[src/rtl/pardef.sv]
// Shared write-back definitions: register index constants and the FSM state encoding.
// Ports: none (package).
package pardef;

  // Writing this index goes to the PC redirect port, not the register file.
  localparam logic [4:0] PC_IDX = 5'h0F;

  typedef enum logic [1:0] {
    EMPTY = 2'd0,
    WR_RD = 2'd1,
    WR_RN = 2'd2
  } wb_state_t;

endpackage

[src/rtl/wb.sv]
// Write-back stage: captures the memory-stage result bundle and retires up to two
// register writes through one write port, steering index 15 to the PC redirect port.
// Ports: nGCLK/nRESET clock and async active-low reset; nWAIT global enable;
//   wb_enbar stage enable (active low); *_me memory-stage bundle in; rf_wr_* register-file port;
//   pc_wr_* / pc_from_load PC redirect; wb_busy stall to memory stage; *_wb latched bundle for forwarding.
module wb
  import pardef::*;
(
  input  logic        nGCLK,
  input  logic        nRESET,
  input  logic        nWAIT,
  input  logic        wb_enbar,
  input  logic [31:0] me_result,
  input  logic [31:0] base_me,
  input  logic [4:0]  Rd_me,
  input  logic [4:0]  Rn_me,
  input  logic        write_Rd_me,
  input  logic        write_Rn_me,
  input  logic        load_pc,
  input  logic        stop_me,
  output logic        rf_wr_en,
  output logic [4:0]  rf_wr_addr,
  output logic [31:0] rf_wr_data,
  output logic        pc_wr_en,
  output logic [31:0] pc_wr_data,
  output logic        pc_from_load,
  output logic        wb_busy,
  output logic [31:0] wb_result,
  output logic [4:0]  Rd_wb,
  output logic        write_Rd_wb,
  output logic [31:0] base_wb,
  output logic [4:0]  Rn_wb,
  output logic        write_Rn_wb,
  output logic        stop_wb
);

  wb_state_t   state;
  wb_state_t   state_nxt;
  logic        ld_pc_wb;
  logic        capture_ok;
  logic        do_capture;
  logic        clr_rd;
  logic        clr_rn;
  logic        rn_req;
  logic        active;
  logic        is_pc;
  logic [4:0]  act_idx;
  logic [31:0] act_data;

  // When both requests name the same register, Rd wins and the Rn write is dropped.
  assign rn_req     = write_Rn_me & ~(write_Rd_me & (Rd_me == Rn_me));
  assign wb_busy    = (state == WR_RD) & write_Rn_wb;
  assign capture_ok = nWAIT & ~wb_enbar & ~wb_busy;

  // Next state and per-cycle control. Nothing advances while nWAIT is low.
  always_comb begin
    state_nxt  = state;
    do_capture = 1'b0;
    clr_rd     = 1'b0;
    clr_rn     = 1'b0;
    if (nWAIT) begin
      case (state)
        EMPTY: begin
          if (capture_ok) do_capture = 1'b1;
        end
        WR_RD: begin
          clr_rd = 1'b1;
          if (write_Rn_wb)     state_nxt  = WR_RN;
          else if (capture_ok) do_capture = 1'b1;
          else                 state_nxt  = EMPTY;
        end
        WR_RN: begin
          clr_rn = 1'b1;
          if (capture_ok) do_capture = 1'b1;
          else            state_nxt  = EMPTY;
        end
        default: state_nxt = EMPTY;
      endcase
      if (do_capture) begin
        if (write_Rd_me)  state_nxt = WR_RD;
        else if (rn_req)  state_nxt = WR_RN;
        else              state_nxt = EMPTY;
      end
    end
  end

  always_ff @(posedge nGCLK or negedge nRESET) begin
    if (!nRESET) state <= EMPTY;
    else         state <= state_nxt;
  end

  // Latched bundle. A retired write clears its flag so forwarding only sees pending
  // writes; a capture in the same cycle takes priority over the clear.
  always_ff @(posedge nGCLK or negedge nRESET) begin
    if (!nRESET) begin
      wb_result   <= '0;
      base_wb     <= '0;
      Rd_wb       <= '0;
      Rn_wb       <= '0;
      write_Rd_wb <= 1'b0;
      write_Rn_wb <= 1'b0;
      ld_pc_wb    <= 1'b0;
      stop_wb     <= 1'b0;
    end else if (do_capture) begin
      wb_result   <= me_result;
      base_wb     <= base_me;
      Rd_wb       <= Rd_me;
      Rn_wb       <= Rn_me;
      write_Rd_wb <= write_Rd_me;
      write_Rn_wb <= rn_req;
      ld_pc_wb    <= load_pc;
      stop_wb     <= stop_me;
    end else begin
      if (clr_rd) write_Rd_wb <= 1'b0;
      if (clr_rn) write_Rn_wb <= 1'b0;
    end
  end

  // Write port: the state selects which half of the bundle is on the port.
  always_comb begin
    act_idx  = 5'd0;
    act_data = 32'd0;
    active   = 1'b0;
    case (state)
      WR_RD: begin
        act_idx  = Rd_wb;
        act_data = wb_result;
        active   = 1'b1;
      end
      WR_RN: begin
        act_idx  = Rn_wb;
        act_data = base_wb;
        active   = 1'b1;
      end
      default: ;
    endcase
  end

  assign is_pc        = active & (act_idx == PC_IDX);
  assign rf_wr_en     = active & ~is_pc & nWAIT;
  assign pc_wr_en     = is_pc & nWAIT;
  assign rf_wr_addr   = act_idx;
  assign rf_wr_data   = act_data;
  assign pc_wr_data   = act_data;
  assign pc_from_load = pc_wr_en & ld_pc_wb;

endmodule

[config.mk]
export PLATFORM = sky130hd
export DESIGN_NAME = wb
export DESIGN_NICKNAME = d
export VERILOG_FILES = /design/src/rtl/pardef.sv /design/src/rtl/wb.sv
export SDC_FILE = /design/constraint.sdc
export NUM_CORES = 1
export LEC_CHECK = 0
export ABC_AREA = 1
export CORE_MARGIN = 4
export CORE_UTILIZATION = 30
export CTS_CLUSTER_DIAMETER = 60
export DETAILED_ROUTE_END_ITERATION = 8
export PLACE_DENSITY = 0.75
export SYNTH_ARGS = -nofsm -noshare
export SYNTH_HDL_FRONTEND = slang
export SYNTH_SLANG_ARGS = --single-unit
[constraint.sdc]
create_clock -name nGCLK -period 1.9 [get_ports nGCLK]
set_clock_uncertainty 0.15 [all_clocks]
set_input_delay 0.38 -clock nGCLK [delete_from_list [all_inputs] [get_ports nGCLK]]
set_output_delay 0.38 -clock nGCLK [all_outputs]
set_load 0.1 [all_outputs]
==> impl_metrics.toml, run 1 <==
[finish]
n_fill_cell = 937
drive_gt1_frac = 0.4536
num_antenna_cells = 0
fin_util = 0.7054
final_area_um2 = 9415
area_delta_synth_final_pct = 128.4
nNetsFinal = 879

[synth]
yosys-top-cells-area = "dfrtp_1, nand2_1, buf_4, a21oi_1, inv_1"
synth-main-ff-cell = "dfrtp_1"
ys_types = 26
synth-seq-cells = 80
ys_seq_area_frac = 0.4857
syn_avg_cell_area_um2 = 7.426
synth_common_cells = "nand2_1, dfrtp_1, buf_4"
synth_area_leader_cell = "dfrtp_1"
syn_nets = 641
yosys_warnings = 0
netlist_area_um2 = 4121
synthCells = 555
synth_edf_count = 0
synth.most_common_cell = "nand2_1"
async_flop_share = 1.000
synth_top_area_frac = 0.4857

[setup_path]
required_ns = 1.37
endpoint_kind = "primary output"
cp_max_fo = 6
critPathKind = "flip-flop to primary output"
cp-endpoint = "pc_wr_en"
reg2reg_setup_slack_ns = -0.12
reg2reg_from = "state[0]"
setup.worst_path.start_class = "flip-flop"
cp-startpoint = "state[0]"
reg2reg_to = "base_wb[17]"
arrival_ns = 2.02
reg2reg_depth = 11

[status]
status = "finished, violations left"
violations = "negative setup slack"

[min_path]
min_path_type = "flip-flop to flip-flop"

[route]
antenna_left = 0
wire_per_inst_um = 17.57
viasPerCell = 4.619
drc = 0
routed_wl_mm = 17.12
drt_iter0_drc = 256
drt-pass1-iter-count = 5
vias = 4499

[clock_tree]
cts.clk_slew.worst_paths_ns = 0.06
clock_sinks = 80
cts_tree = "yes"
clk_latency_ns = 0.34
cts_buffers = 9
cts-root-buf = "clkbuf_16"
htreeDepth = 3
cts_buffer_depth = 2

[die]
die_area_um2 = 15680
initial_core_util = 0.3088
die_x_um = 125.2
die_y_um = 125.2
ios = 232
rows = 42
coreArea_um2 = 13350

[grt]
globalRouteOverflowTotal = 0
grt_antenna_before_repair = 0
grt_pass1_wl_mm = 25.99
grt_util_all_layers = 0.2091
grt_max_degree = 81
grt_pass1_vias = 4638

[sta]
period_share = 1.345
slew_headroom = 0.6721
period_needed_ns = 2.555
setup_viol = 152
rsz0062_at_grt = "true"
fin_ws_ns = -0.6548
clock.fmax_mhz = 391.4
worst_slew_pin_slew_ns = 0.4918
hold_viol = 0
drv_slew = 0

[job]
drv_cap = 0

[placed_design]
place_area_um2 = 8732
place.gp.congestion = 0.8128
dpl.hpwl_mm = 12.83
portBuffers = 231
worst max-delay path: stages, from the launching register on:
cell     delay [ns]
dfrtp_1        0.42
inv_2          0.12
ha_4           0.20
nand2_1        0.10
o21ai_2        0.08
nand2_1        0.10
nor2_1         0.14
nand2_2        0.10
buf_4          0.15
nor2_4         0.09
buf_12         0.18
routing by layer:
metal / share of wire / vias to the layer above / global-route usage
met1: 0.38 / 2157 / 0.2386
met3: 0.063 / 30 / 0.05586
li1: - / 2144 / -
met5: 0 / - / 0
met4: 0.027 / 0 / 0.07526
met2: 0.53 / 168 / 0.3758
how the worst min path moves through the flow:
stage / endpoint / slack [ns] / cells past startpoint / startpoint
finish: stop_wb / 0.39 / 2 / stop_wb
global route: wb_result[5] / 0.40 / 2 / wb_result[5]
CTS: wb_result[2] / 0.39 / 2 / wb_result[2]
detailed placement: base_wb[18] / 0.30 / 2 / nRESET
global placement: wb_result[20] / 0.30 / 2 / nRESET
floorplan: Rd_wb[2] / -0.07 / 0 / nRESET
registers in the layout, summed over array words and instances, names as in the netlist:
| signal | cells |
|---|---|
| write_Rd_wb | 1 |
| wb_result | 32 |
| base_wb | 32 |
| Rn_wb | 5 |
| state | 2 |
| Rd_wb | 5 |
| ld_pc_wb | 1 |
| stop_wb | 1 |
| write_Rn_wb | 1 |
cells in the final DEF (no fill, tap or decap), types with 6 or more instances in the layout:
cell type / instances
dfrtp_2: 73
inv_1: 22
nand2_1: 295
clkbuf_16: 12
nor2_4: 7
buf_4: 30
clkdlybuf4s50_1: 80
nor2_1: 8
a21oi_4: 32
buf_12: 162
o21ai_0: 9
o21ai_1: 6
through the flow:
| step | setup TNS (ns) | hold WS, ns | cells | setup slack (ns) |
|---|---|---|---|---|
| floorplan | -33.78 | -0.06559 | 555 | -0.6323 |
| global placement | -21.34 | 0.3000 | 941 | -0.2228 |
| detailed placement | -24.10 | 0.3008 | 941 | -0.2575 |
| CTS | -35.60 | 0.3895 | 964 | -0.5305 |
| global route | -53.09 | 0.4035 | 974 | -0.7318 |
| finish | -44.47 | 0.3885 | 974 | -0.6548 |
layout make-up:
type / count / area [um^2] / share of cell area
clock inverter: 5 / 56.30 / 0.005980
clock buffer: 11 / 242.7 / 0.02578
inverter: 31 / 151.4 / 0.01608
sequential: 80 / 2101 / 0.2231
multi-input combinational: 385 / 2108 / 0.2239
timing repair buffer: 286 / 4536 / 0.4817
tap: 176 / 220.2 / 0.02339
what timing repair did:
action                                  in CTS  in global routing
resized for setup                           24                 21
endpoints found under the setup margin     153                151
setup buffers                                4                  8
endpoints found under the hold margin       80                  0
hold buffers                                 1                  0
pin swaps                                   14                  7
cloned                                       2                  3
cells by family (layout without fill, tap and decap cells):
group / Yosys count / in the layout / synth area share
buffers and inverters: 90 / 333 / 0.1278
XOR/XNOR: 1 / 1 / 0.002125
AND/OR/NAND/NOR: 327 / 327 / 0.3069
adder cells (fa/ha/maj): 4 / 4 / 0.01214
AO/OA/AOI/OAI: 53 / 53 / 0.06527
flip-flops: 80 / 80 / 0.4857
Power of run 1 is not shown: default switching activity piles up to over one toggle a cycle in this logic, so the estimate is an artifact.
==> run 2: changes to the inputs <==
CTS_CLUSTER_DIAMETER = unset   (was 60)
==> results of run 2 <==
No change in the layout: final DEF, timing and power equal those of run 1.
Power of run 2 is left out for the same reason.
